$ cat config.mk
export PLATFORM = sky130hd
export DESIGN_NAME = reg_write_arbiter
export DESIGN_NICKNAME = d
export VERILOG_FILES = /design/src/rtl/reg_write_arbiter.sv
export SDC_FILE = /design/constraint.sdc
export NUM_CORES = 1
export LEC_CHECK = 0
export CORE_MARGIN = 5
export CORE_UTILIZATION = 38
export DETAILED_ROUTE_END_ITERATION = 6
export PLACE_DENSITY = 0.76
export SKIP_CTS_REPAIR_TIMING = 1
export SLEW_MARGIN = 10
export SYNTH_ARGS = -nofsm -noshare
export SYNTH_HDL_FRONTEND = slang
export SYNTH_SLANG_ARGS = --single-unit
export TNS_END_PERCENT = 100
$ cat constraint.sdc
create_clock -name clk -period 2.3 [get_ports clk]
set_clock_uncertainty 0.1 [all_clocks]
set_input_delay 0.575 -clock clk [delete_from_list [all_inputs] [get_ports clk]]
set_output_delay 0.575 -clock clk [all_outputs]
set_load 0.02 [all_outputs]
$ cat src/rtl/reg_write_arbiter.sv
// Two-requester register-file write arbiter with a one-cycle write pipeline
// and a per-register pending-write scoreboard (claims set, writes clear).
module reg_write_arbiter #(
  parameter int RR_EN = 1
) (
  input  logic        clk,
  input  logic        reset,
  input  logic        req0_valid,
  input  logic [4:0]  req0_reg,
  input  logic [31:0] req0_data,
  output logic        req0_ready,
  input  logic        req1_valid,
  input  logic [4:0]  req1_reg,
  input  logic [31:0] req1_data,
  output logic        req1_ready,
  input  logic        claim_valid,
  input  logic [4:0]  claim_reg,
  output logic        RegWrite,
  output logic [4:0]  Write_register,
  output logic [31:0] Write_data,
  output logic [31:0] busy
);

  typedef enum logic {
    PRI_REQ0 = 1'b0,
    PRI_REQ1 = 1'b1
  } prio_t;

  prio_t       prio_reg, prio_next;
  logic        grant0, grant1, hs;
  logic [4:0]  win_addr;
  logic [31:0] win_data;

  logic        regwrite_reg;
  logic [4:0]  wr_addr_reg;
  logic [31:0] wr_data_reg;
  logic [31:0] busy_reg, busy_next;

  always_ff @(posedge clk) begin
    if (reset) prio_reg <= PRI_REQ0;
    else       prio_reg <= prio_next;
  end

  // Grants depend only on valids, reset and the pointer, never on reg/data.
  always_comb begin
    grant0    = 1'b0;
    grant1    = 1'b0;
    prio_next = prio_reg;
    if (!reset) begin
      if (req0_valid && req1_valid) begin
        if (RR_EN != 0 && prio_reg == PRI_REQ1) grant1 = 1'b1;
        else                                    grant0 = 1'b1;
      end else begin
        grant0 = req0_valid;
        grant1 = req1_valid;
      end
    end
    if (grant0)      prio_next = PRI_REQ1;
    else if (grant1) prio_next = PRI_REQ0;
  end

  assign req0_ready = grant0;
  assign req1_ready = grant1;
  assign hs         = grant0 | grant1;
  assign win_addr   = grant1 ? req1_reg  : req0_reg;
  assign win_data   = grant1 ? req1_data : req0_data;

  // Writes to r0 are consumed but never reach the register file.
  always_ff @(posedge clk) begin
    if (reset) begin
      regwrite_reg <= 1'b0;
      wr_addr_reg  <= '0;
      wr_data_reg  <= '0;
    end else begin
      regwrite_reg <= hs && (win_addr != 5'd0);
      if (hs && (win_addr != 5'd0)) begin
        wr_addr_reg <= win_addr;
        wr_data_reg <= win_data;
      end
    end
  end

  // A claim on the same register as a completing write leaves the bit set.
  assign busy_next[0] = 1'b0;
  genvar gi;
  generate
    for (gi = 1; gi < 32; gi++) begin : g_busy
      assign busy_next[gi] = (claim_valid && claim_reg == 5'(gi)) ||
                             (busy_reg[gi] && !(hs && win_addr == 5'(gi)));
    end
  endgenerate

  always_ff @(posedge clk) begin
    if (reset) busy_reg <= '0;
    else       busy_reg <= busy_next;
  end

  assign RegWrite       = regwrite_reg;
  assign Write_register = wr_addr_reg;
  assign Write_data     = wr_data_reg;
  assign busy           = busy_reg;

endmodule
==> flow_metrics.tcl <==
set metrics [dict create \
    finalSetupViolCount 0 \
    rr_endpoint "Write_register[2]" \
    met2_length_mm 5.67 \
    diodes 0 \
    path_max_fanout 6 \
    synth_top_area_frac 0.389 \
    ff2ff_setup_slack_ns 0.33 \
    via_per_inst 5.11 \
    wl_met1_mm 4.74 \
    synth_compound_area_frac 0.274 \
    finalPower_mw 3.23 \
    worst_slack_ns 0.189 \
    nFillCells 752 \
    synth_top_cell_by_area "dfxtp_1" \
    fmax_mhz 474 \
    grt_pass1_vias 3658 \
    status "complete, no violations" \
    report.final.slew_viol_count 0 \
    synth_most_common_cell "dfxtp_1" \
    grt_max_degree 48 \
    grt_pass1_wl_mm 18.0 \
    yosysSeqAreaShare 0.389 \
    core_area_mm2 0.00924 \
    ios 156 \
    clk-insertion-delay-late_ns 0.33 \
    rows 35 \
    area_delta_synth_final_pct 62.5 \
    avgSynthCellArea_um2 9.15 \
    synth_simple_gate_area_frac 0.140 \
    maxCapViolCount 0 \
    die-height_um 107 \
    wl_met3_um 945 \
    cp.required_ns 2.40 \
    gp_congestion 0.886 \
    hold_depth 2 \
    synth_area_leaders "dfxtp_1 39%, a221oi_2 12%, mux2i_1 10%, o21ai_0 4.4%, a21oi_1 4.0%" \
    reg2reg_from "prio_reg" \
    critPathKind "in -> reg" \
    cp-start-kind "primary input" \
    synth_top_family_by_area "compound AO/OA/AOI/OAI gates" \
    tritoncts "yes" \
    synth_edf_count 0 \
    max-slew-margin-rel 0.633 \
    grt_setup_unrepaired "no" \
    period_share 0.918 \
    die_width_um 107 \
    synth-seq-cells 70 \
    drive_gt1_frac 0.185 \
    register_area_mm2 0.00140 \
    synthAdderAreaFrac 0 \
    drtIter0Drc 144 \
    track_usage 0.195 \
    endpoint_kind "flip-flop" \
    synthArstFlopShare 0 \
    drcViolationCount 0 \
    dp.final_hpwl_mm 9.02 \
    synthCells 394 \
    worst_hold_path.endpoint "Write_register[4]" \
    worstPathBufferInverterCount 2 \
    muxShareOfSynthArea 0.113 \
    hp-start "Write_register[4]" \
    r2r_cells 6 \
    cts_buffer_depth 2 \
    clk_pin_slew_worst_paths_ns 0.07 \
    port_buffers 154 \
    vias 3637 \
    grt_antenna_before_repair 0 \
    worstSetupStartpoint "req1_reg[0]" \
    ys_types 42 \
    critical_path.max_stage_delay_ns 0.55 \
    vdd_ir_drop_max_uv 332 \
    ys.flop_type "dfxtp_1" \
    largest_reg_flops 32 \
    crit_family "simple AND/OR/NAND/NOR gates" \
    start_util 0.390 \
    post-place-ws_ns -0.412 \
    slowest_stage "or4_4" \
    multi_input_area_mm2 0.00192 \
    htreeDepth 3 \
    p_per_area_mw_per_mm2 552 \
    p_leak_nw 2.40 \
    cts.sinks 70 \
    synth-xor-area-share 0 \
    first_pass_iters 4 \
    dieArea_mm2 0.0115 \
    finalWirelength_mm 11.5 \
    hold_class "reg -> reg" \
    fin_nets 662 \
    tightest_slew_ns 0.550 \
    numCtsBuffers 9 \
    path_cells "dlymetal6s2s_1 -> or2_4 -> or4_4 -> a31oi_4 -> buf_12 -> mux2i_1 -> nor2_1" \
    grt_overflow 0 \
    synth_warnings 0 \
    syn-num-nets 478 \
    hold_viol 0 \
    period_minus_slack_ns 2.11 \
    synthTopCellsByCount "70 x dfxtp_1, 36 x mux2i_1, 34 x inv_1" \
    postRouteAntennaNets 0 \
    synth_area_mm2 0.00360 \
    worstPathArrival_ns 2.21 \
    post_drt_wl_per_cell_um 16.1 \
    highest-signal-layer "met4" \
    clockRootBuffer "clkbuf_8" \
]
## worst register-to-register path, cell delays in order (launching register included)
cell and delay [ns]:
dfxtp_1 0.40, nor2b_2 0.09, or4_4 0.57, a31oi_4 0.26
buf_12 0.17, mux2i_1 0.19, nor2_1 0.06
## where the power goes
group	switching, mW	internal, mW
logic	0.418	0.465
registers	0.0365	1.29
clock network	0.460	0.565
## through the flow
step	utilization	instance area, um^2	std cells	hold slack [ns]	setup TNS [ns]
after floorplan	-	3600	394	0.409	0
after global placement	0.602	5560	691	0.347	-16.67
after detailed placement	0.602	5560	691	0.347	-18.53
after CTS	0.625	5770	707	0.357	-1.64
after global routing	0.634	5850	712	0.382	0
final	0.634	5850	712	0.355	0
## worst max-delay path by stage
stage	endpoint	slack, ns	cells after the start
3_5_place_dp	Write_register[2]	-0.41	7
2_1_floorplan	Write_data[3]	0.05	5
3_3_place_gp	req1_ready	-0.42	5
5_1_grt	Write_register[2]	0.13	7
4_1_cts	req1_ready	-0.42	5
6_report	Write_register[2]	0.19	7
## layout by cell type (no fill, tap or decap), types with 13 or more instances in the layout
cell             Yosys  layout
nor2_1              16      16
o21ai_0             32      32
inv_1               34      34
nor2b_1             14      13
mux2i_1             36      36
dfxtp_1             70      70
a21oi_1             29      29
a221oi_2            29      29
buf_4                2      42
nand2_1             29      29
clkdlybuf4s50_1      0     145
## cells by family after synthesis
group,Yosys count
flops,70
simple gates,98
compound gates,120
other cells,1
buf+inv,65
mux,40
## layer usage
layer  up-vias  GRT usage
met2       147      0.345
met4         0     0.0433
met1      1680      0.232
met5         -          0
met3        11     0.0582
li1       1799          -
## final cells by class
cell class	instances	share of cell area
sequential	70	0.239
clock buffer	12	0.0265
inverter	34	0.0218
clock inverter	4	0.00919
multi-input combinational	259	0.328
timing repair buffer	204	0.348
tap	129	0.0276
Note: power is estimated with default switching activity, not from simulation.
